## config.mk

```make
export PLATFORM = sky130hd
export DESIGN_NAME = seq_capture
export DESIGN_NICKNAME = d
export VERILOG_FILES = /design/src/rtl/seq_pkg.sv /design/src/rtl/seq_timer.sv /design/src/rtl/seq_capture.sv
export SDC_FILE = /design/constraint.sdc
export NUM_CORES = 1
export LEC_CHECK = 0
export ABC_AREA = 0
export CORE_MARGIN = 5
export CORE_UTILIZATION = 48
export DETAILED_ROUTE_END_ITERATION = 12
export PLACE_DENSITY = 0.95
export SLEW_MARGIN = 40
export SYNTH_ARGS = -nofsm -noshare
export SYNTH_HDL_FRONTEND = slang
export SYNTH_SLANG_ARGS = --single-unit
```

## constraint.sdc

```tcl
create_clock -name clk -period 3.15 [get_ports clk]
set_input_delay 0.4725 -clock clk [delete_from_list [all_inputs] [get_ports clk]]
set_output_delay 0.4725 -clock clk [all_outputs]
set_load 0.005 [all_outputs]
```

## src/rtl/seq_pkg.sv

```systemverilog
// Shared definitions for the colour-sequence game: capture FSM states,
// default sizing used by both the capture block and the sequence generator,
// and the colour code assignments.
package seq_pkg;

  typedef enum logic [1:0] {
    IDLE    = 2'd0,
    CAPTURE = 2'd1,
    PASS    = 2'd2,
    FAIL    = 2'd3
  } seq_state_t;

  localparam int DEF_COLOUR_W = 2;
  localparam int DEF_MAX_LEN  = 16;

  localparam logic [DEF_COLOUR_W-1:0] COL_RED    = 2'd0;
  localparam logic [DEF_COLOUR_W-1:0] COL_GREEN  = 2'd1;
  localparam logic [DEF_COLOUR_W-1:0] COL_BLUE   = 2'd2;
  localparam logic [DEF_COLOUR_W-1:0] COL_YELLOW = 2'd3;

endpackage

```

## src/rtl/seq_timer.sv

```systemverilog
// Inactivity counter for the capture block. Counts enabled cycles since the
// last clear and raises expire on the last allowed cycle; the counter holds
// at that value so it never wraps back into the allowed window.
module seq_timer #(
  parameter int TIMEOUT_CYC = 8
) (
  input  logic clk,
  input  logic rst,
  input  logic clear,
  input  logic enable,
  output logic expire
);

  localparam int CW = (TIMEOUT_CYC > 1) ? $clog2(TIMEOUT_CYC) : 1;
  localparam logic [CW-1:0] LAST = CW'(TIMEOUT_CYC - 1);

  logic [CW-1:0] cnt_r;

  // Count enabled cycles since the last clear, saturating at the last slot.
  always_ff @(posedge clk) begin
    if (rst) begin
      cnt_r <= {CW{1'b0}};
    end else if (clear) begin
      cnt_r <= {CW{1'b0}};
    end else if (enable && (cnt_r != LAST)) begin
      cnt_r <= cnt_r + 1'b1;
    end else begin
      cnt_r <= cnt_r;
    end
  end

  assign expire = enable && (cnt_r == LAST);

endmodule

```

## src/rtl/seq_capture.sv

```systemverilog
// Player-input capture for the colour-sequence game. Arms on start, shifts
// accepted colour strobes into a packed register (newest entry lowest),
// checks each entry against the expected sequence as it arrives and reports
// pass, early fail on the first wrong entry, or fail on inactivity timeout.
module seq_capture
  import seq_pkg::*;
#(
  parameter int COLOUR_W    = DEF_COLOUR_W,
  parameter int MAX_LEN     = DEF_MAX_LEN,
  parameter int TIMEOUT_CYC = 0,
  localparam int LEN_W      = $clog2(MAX_LEN + 1)
) (
  input  logic                        clk,
  input  logic                        rst,
  input  logic                        start,
  input  logic                        colour_in,
  input  logic [COLOUR_W-1:0]         colour_val,
  input  logic [LEN_W-1:0]            sequence_len,
  input  logic [MAX_LEN*COLOUR_W-1:0] expected_seq,
  output logic                        busy,
  output logic                        done,
  output logic                        pass,
  output logic                        fail,
  output logic                        timeout,
  output logic [LEN_W-1:0]            fail_index,
  output logic [LEN_W-1:0]            count,
  output logic [MAX_LEN*COLOUR_W-1:0] sequence_val
);

  localparam int SEQ_W = MAX_LEN * COLOUR_W;
  localparam logic [LEN_W-1:0] MAX_LEN_L = LEN_W'(MAX_LEN);

  seq_state_t           state_r;
  logic [LEN_W-1:0]     len_r;
  logic [LEN_W-1:0]     count_r;
  logic [LEN_W-1:0]     fail_index_r;
  logic [SEQ_W-1:0]     seq_r;
  logic                 busy_r;
  logic                 done_r;
  logic                 pass_r;
  logic                 fail_r;
  logic                 timeout_r;

  logic                 in_capture_s;
  logic                 strobe_acc_s;
  logic                 tmr_clear_s;
  logic                 tmo_expire_s;
  logic [LEN_W-1:0]     start_len_s;
  logic [LEN_W-1:0]     count_inc_s;
  logic [LEN_W-1:0]     exp_idx_s;
  logic [COLOUR_W-1:0]  exp_entry_s;
  logic [SEQ_W-1:0]     seq_shift_s;

  // Decode the current strobe, clamp the requested length and select the
  // expected entry for the position about to be filled.
  always_comb begin
    in_capture_s = (state_r == CAPTURE);
    strobe_acc_s = in_capture_s && colour_in && !start;
    tmr_clear_s  = start || strobe_acc_s || !in_capture_s;
    start_len_s  = (sequence_len > MAX_LEN_L) ? MAX_LEN_L : sequence_len;
    count_inc_s  = count_r + 1'b1;
    if (count_r < MAX_LEN_L) begin
      exp_idx_s = count_r;
    end else begin
      exp_idx_s = {LEN_W{1'b0}};
    end
    exp_entry_s  = expected_seq[exp_idx_s*COLOUR_W +: COLOUR_W];
    seq_shift_s  = (seq_r << COLOUR_W) | SEQ_W'(colour_val);
  end

  generate
    if (TIMEOUT_CYC > 0) begin : g_timer
      seq_timer #(
        .TIMEOUT_CYC (TIMEOUT_CYC)
      ) u_timer (
        .clk    (clk),
        .rst    (rst),
        .clear  (tmr_clear_s),
        .enable (in_capture_s),
        .expire (tmo_expire_s)
      );
    end else begin : g_no_timer
      logic unused_tmr_s;
      assign unused_tmr_s = tmr_clear_s;
      assign tmo_expire_s = 1'b0;
    end
  endgenerate

  // Capture FSM with registered status outputs; start overrides everything.
  always_ff @(posedge clk) begin
    if (rst) begin
      state_r      <= IDLE;
      len_r        <= {LEN_W{1'b0}};
      count_r      <= {LEN_W{1'b0}};
      fail_index_r <= {LEN_W{1'b0}};
      seq_r        <= {SEQ_W{1'b0}};
      busy_r       <= 1'b0;
      done_r       <= 1'b0;
      pass_r       <= 1'b0;
      fail_r       <= 1'b0;
      timeout_r    <= 1'b0;
    end else begin
      done_r <= 1'b0;
      if (start) begin
        len_r        <= start_len_s;
        count_r      <= {LEN_W{1'b0}};
        fail_index_r <= {LEN_W{1'b0}};
        seq_r        <= {SEQ_W{1'b0}};
        fail_r       <= 1'b0;
        timeout_r    <= 1'b0;
        if (start_len_s == {LEN_W{1'b0}}) begin
          state_r <= PASS;
          pass_r  <= 1'b1;
          done_r  <= 1'b1;
          busy_r  <= 1'b0;
        end else begin
          state_r <= CAPTURE;
          pass_r  <= 1'b0;
          busy_r  <= 1'b1;
        end
      end else begin
        case (state_r)
          CAPTURE: begin
            if (colour_in) begin
              // The entry is recorded even when it turns out to be wrong.
              seq_r   <= seq_shift_s;
              count_r <= count_inc_s;
              if (colour_val != exp_entry_s) begin
                state_r      <= FAIL;
                fail_r       <= 1'b1;
                fail_index_r <= count_r;
                done_r       <= 1'b1;
                busy_r       <= 1'b0;
              end else if (count_inc_s == len_r) begin
                state_r <= PASS;
                pass_r  <= 1'b1;
                done_r  <= 1'b1;
                busy_r  <= 1'b0;
              end else begin
                state_r <= CAPTURE;
              end
            end else if (tmo_expire_s) begin
              state_r   <= FAIL;
              fail_r    <= 1'b1;
              timeout_r <= 1'b1;
              done_r    <= 1'b1;
              busy_r    <= 1'b0;
            end else begin
              state_r <= CAPTURE;
            end
          end
          IDLE, PASS, FAIL: begin
            state_r <= state_r;
          end
          default: begin
            state_r <= IDLE;
            busy_r  <= 1'b0;
          end
        endcase
      end
    end
  end

  assign busy         = busy_r;
  assign done         = done_r;
  assign pass         = pass_r;
  assign fail         = fail_r;
  assign timeout      = timeout_r;
  assign fail_index   = fail_index_r;
  assign count        = count_r;
  assign sequence_val = seq_r;

endmodule

```

==> results.cfg, run 1 <==
[grt]
grt_pass1_wl_um = 10400
track_usage_pct = 19.9
antenna_found_initial = 0
grt.overflow.total = 0
grt_max_degree = 39
grt_pass1_vias = 2267

[logic_synthesis]
netlist_area_um2 = 2430
synth-edff-count = 0
synth_xor_area_share_pct = 3.24
synth_top_area_share_pct = 43.6
synth_most_common_cell = nand2_1
syn-instance-count = 292
syn_nets = 336
synth_top_family_by_area = simple AND/OR/NAND/NOR gates
yosysTopAreaCell = dfxtp_1
yosysUniqueCellTypes = 46
synth_warnings = 0
seq_area_frac_synth_pct = 43.6
synth_ff_type = dfxtp_1
synth_mux_area_share_pct = 8.17
synth_commonest_cells = nand2_1, dfxtp_1, a21oi_1, nor2_1
synthArstFlopShare_pct = 0
synth-compound-area-share_pct = 17.4
synth.avg_cell_area_um2 = 8.34
ys_ff_latch = 53
synthSimpleGateAreaFrac_pct = 22.3
synth.area.top_cells = dfxtp_1, nand2_1, a21oi_1
synthAdderAreaFrac_pct = 0.514

[finish]
fin_area_um2 = 3420
fin_nets = 416
final_cells = 443
areaGrowthSynthToFinish_pct = 40.3
drive_gt1_share_pct = 8.58
fill_cells = 402
fin_util_pct = 68.2
diodes = 0

[detailed_routing]
via_per_inst = 5.19
routed.top_layer = met4
m1WireLength_um = 2610
drt_iter0_drc = 147
wirelength_um = 6380
wl_met2_um = 3110
wl_per_cell_um = 14.4
via_count = 2301
met3RoutedLength_um = 536
ant_nets = 0
drtPass1Iterations = 4
drc = 0

[floorplanning]
die_x_um = 81.2
row_count = 26
dieArea_um2 = 6600
start_util_pct = 48.6
core-area_um2 = 5010
die_h_um = 81.2
ios = 90

[timing]
min_period_ps = 2450
slew_viol_final = 0
finalSetupViolCount = 0
rsz0062_at_grt = no
hold_viol = 0
max-slew-margin-rel_pct = 54.4
max_clock_freq_ghz = 0.408
fin_skew_ps = 13.1
worst_pin_slew_ps = 681
setup_tns_ps = 0
fin_crit_sh_pct = 77.7

[setup_path]
startpoint_type = flip-flop
worstSetupPathType = reg2reg
crit_start = count[1]
cp-end-kind = flip-flop
r2r_setup_slack_ps = 700
cp.arrival_ps = 2630
cp.required_ps = 3330
r2r_start = count[1]
r2r_end = state_r[0]
r2r_cells = 7
path_max_fanout = 18

[clock_network]
cts_resized = 0
clock_path_buffers = 2
h-tree-depth = 2
ctsHoldBuffers = 0
root_buffer = clkbuf_8
cts_tree = yes
cts_sinks = 53
clk_pin_slew_ps = 90
cts_setup_buffers = 0
clock_latency_ps = 300
cts_buffers = 5

[hold_path]
worstHoldStart = sequence_val[31]
min_path_type = reg2reg
worstHoldPathCells = 2
hold_end = sequence_val[31]

[place]
placed_area_um2 = 3330
dpl.hpwl_um = 4690
gp_congestion = 0.832
post-place-cells = 435
numPortBuffers = 88

[outcome]
status = finished clean

[pwr]
vdd_ir_drop_max_mv = 0.312
finalPower_uw = 1190
powerDensity_nw_per_um2 = 349
total_leakage_power_uw = 0.00120

[job]
cap_viol_max_count = 0
## power breakdown
part	internal (µW)	switching, µW	leakage (µW)
combinational	82.5	64.1	0.000735
sequential	678	7.78	0.000429
clock	157	205	0.0000385
total	918	276	0.00120
## area by class of cell
| class | count | area [µm²] | share of cell area [%] |
|---|---|---|---|
| multi-input combinational | 216 | 1260 | 36.8 |
| sequential | 53 | 1060 | 31.1 |
| timing repair buffer | 92 | 911 | 26.7 |
| tap | 70 | 87.6 | 2.56 |
| clock buffer | 7 | 76.3 | 2.23 |
| inverter | 4 | 15.0 | 0.439 |
| clock inverter | 1 | 7.51 | 0.220 |
## sequential cells by signal, indices dropped and copies added, names as in the netlist
register,flops
busy,1
fail,1
len_r,5
count,5
state_r,2
sequence_val,32
pass,1
done,1
fail_index,5
## worst max-delay path, stage by stage, from the launching register on
cell and delay [ps]:
dfxtp_1 740, ha_1 330, xor2_1 260, nand4_1 130, a2111oi_0 430, nor2_1 160
a21oi_2 180, a211oi_2 80
## placed cells by master (no fill, tap or decap), types with 3 or more instances in the layout
| master | n |
|---|---|
| buf_4 | 4 |
| nor2_1 | 19 |
| nand2b_1 | 3 |
| mux2i_1 | 6 |
| nand3_1 | 3 |
| clkbuf_8 | 5 |
| clkdlybuf4s50_1 | 88 |
| a22oi_1 | 6 |
| mux2_2 | 11 |
| nand2_1 | 80 |
| xor2_1 | 6 |
| o21ai_0 | 3 |
| a21oi_1 | 39 |
| xnor2_1 | 3 |
| dfxtp_1 | 53 |
| a32oi_1 | 4 |
| inv_1 | 4 |
## kinds of logic after synthesis
| group | after synthesis |
|---|---|
| AOI/OAI and AO/OA | 66 |
| xor gates and xnor gates | 9 |
| adders and majority gates | 1 |
| buffers and inverters | 23 |
| DFF | 53 |
| muxes | 18 |
| other | 1 |
| and+or+nand+nor | 121 |
## per-stage QoR
stage / setup WS (ps) / hold WS [ps]
after floorplan: 1140 / 452
after global placement: 750 / 444
after detailed placement: 727 / 453
final: 701 / 459
after global routing: 466 / 486
after CTS: 723 / 463
## worst max path at each step
| stage | endpoint | slack (ps) |
|---|---|---|
| finish | state_r[0] | 700 |
| global route | state_r[0] | 470 |
| CTS | busy | 720 |
| detailed placement | busy | 730 |
| global placement | busy | 750 |
| floorplan | busy | 1140 |
## metal layers
layer	vias up	track usage, %
li1	1153	-
met1	1059	22.2
met2	77	35.3
met3	12	6.10
met4	0	7.60
met5	-	0
Power figures use the tool's default switching activity.
==> run 2, diff against run 1 <==
- CORE_UTILIZATION: 48 -> 44
- PLACE_DENSITY: 0.95 -> 0.9
- clock period: 3.15 -> 2.5 ns (I/O delays scaled with it)
==> run 2 against run 1 <==
  * Clock power is 29% higher
  * Sequential share of layout area fell by 0.26 points
  * Total power rose by 27%
  * Global-route usage down 2.5 points
  * Via count shrank 1.0%
  * Hold slack improved by 3.1 ps
  * Final area grew 0.84%
  * Non-clock buffer count increased by 3
  * Critical path type unchanged
  * Fmax is 5.9% higher
  * Critical endpoint unchanged
==> results.cfg, run 2 (same netlist as run 1, synthesis figures left out) <==
[outcome]
status = finished clean

[clock_network]
cts_buffers = 5
ctsHoldBuffers = 0
cts_tree = yes
clock_path_buffers = 2
clk_pin_slew_ps = 90
clock_latency_ps = 300
cts_sinks = 53
root_buffer = clkbuf_8
h-tree-depth = 2
cts_setup_buffers = 0
cts_resized = 0

[timing]
max-slew-margin-rel_pct = 59.1
worst_pin_slew_ps = 612
hold_viol = 0
finalSetupViolCount = 0
max_clock_freq_ghz = 0.432
fin_crit_sh_pct = 92.5
worst_slack_ps = 188
rsz0062_at_grt = no
slew_viol_final = 0
setup_tns_ps = 0
min_period_ps = 2310
fin_skew_ps = 12.8

[setup_path]
cp.arrival_ps = 2490
r2r_setup_slack_ps = 190
r2r_end = state_r[0]
r2r_start = count[1]
crit_start = count[1]
r2r_cells = 7
endpoint = state_r[0]
cpPeakStageDelay_ps = 560
startpoint_type = flip-flop
path_max_fanout = 10
cp.required_ps = 2670
worstSetupPathType = reg2reg
cpMaxStageDelayCell = dfxtp_1
cp_cell_sequence = ha_1 -> xor2_1 -> nand4_1 -> a2111oi_0 -> nor2_1 -> a21oi_2 -> a211oi_2
cp-end-kind = flip-flop

[hold_path]
min_path_type = reg2reg

[detailed_routing]
via_per_inst = 5.08
drtPass1Iterations = 4
ant_nets = 0
via_count = 2277
wirelength_um = 6300
drt_iter0_drc = 143
wl_per_cell_um = 14.1
drc = 0

[place]
dpl.hpwl_um = 4730
pre_cts_ws_ps = 159
numPortBuffers = 88
gp_congestion = 0.843
placed_area_um2 = 3360

[floorplanning]
dieArea_um2 = 7120
start_util_pct = 44.8
die_h_um = 84.4
core-area_um2 = 5440
ios = 90
row_count = 27
die_x_um = 84.4

[grt]
grt_pass1_vias = 2190
grt_max_degree = 39
grt.overflow.total = 0
track_usage_pct = 17.4
grt_pass1_wl_um = 10400
antenna_found_initial = 0

[finish]
diodes = 0
fin_area_um2 = 3450
layout_commonest_cell = clkdlybuf4s50_1
areaGrowthSynthToFinish_pct = 41.5
drive_gt1_share_pct = 9.57
fin_util_pct = 63.4
fin_nets = 419
fill_cells = 465
final_cell_mix = clkdlybuf4s50_1, nand2_1, dfxtp_1
largest_register_ffs = 32

[pwr]
vdd_ir_drop_max_mv = 0.385
total_leakage_power_uw = 0.00122
powerDensity_nw_per_um2 = 439
finalPower_uw = 1510

[job]
cap_viol_max_count = 0
## run 2: power by group
group | internal (µW) | total [µW] | switching [µW]
Sequential | 854 | 860 | 6.48
Clock | 198 | 467 | 269
Combinational | 105 | 186 | 81.1
Total | 1160 | 1510 | 357
## run 2: cell type report
| class | count | area (µm²) | area share, % |
|---|---|---|---|
| sequential | 53 | 1060 | 30.8 |
| timing repair buffer | 95 | 933 | 27.1 |
| tap | 72 | 90.1 | 2.61 |
| clock inverter | 2 | 15.0 | 0.436 |
| inverter | 4 | 15.0 | 0.436 |
| multi-input combinational | 216 | 1260 | 36.5 |
| clock buffer | 6 | 72.6 | 2.11 |
## run 2: worst min path at each step
stage / from / end / depth (start not counted)
after floorplan: state_r[1] / state_r[1] / 2
after global placement: sequence_val[31] / sequence_val[31] / 2
after detailed placement: sequence_val[31] / sequence_val[31] / 2
after CTS: sequence_val[31] / sequence_val[31] / 2
after global routing: sequence_val[12] / sequence_val[14] / 2
final: sequence_val[31] / sequence_val[31] / 2
## run 2: critical path, delay by kind of cell, from the launching register on
| kind | cells | cell delay [ps] |
|---|---|---|
| AO/OA/AOI/OAI | 3 | 800 |
| adder cells (fa/ha/maj) | 1 | 290 |
| AND/OR/NAND/NOR | 2 | 320 |
| XOR/XNOR | 1 | 240 |
| flip-flops | 1 | 560 |
## run 2: per-layer routing
layer / share of wire (%) / track usage [%]
met5: 0 / 0
met4: 1.5 / 5.04
met3: 7.1 / 5.30
met2: 49 / 30.5
met1: 43 / 20.4
## run 2: metrics by stage
stage / hold slack (ps) / cells
4_1_cts: 465 / 448
3_3_place_gp: 445 / 440
2_1_floorplan: 452 / 292
6_report: 462 / 448
5_1_grt: 499 / 448
3_5_place_dp: 450 / 440
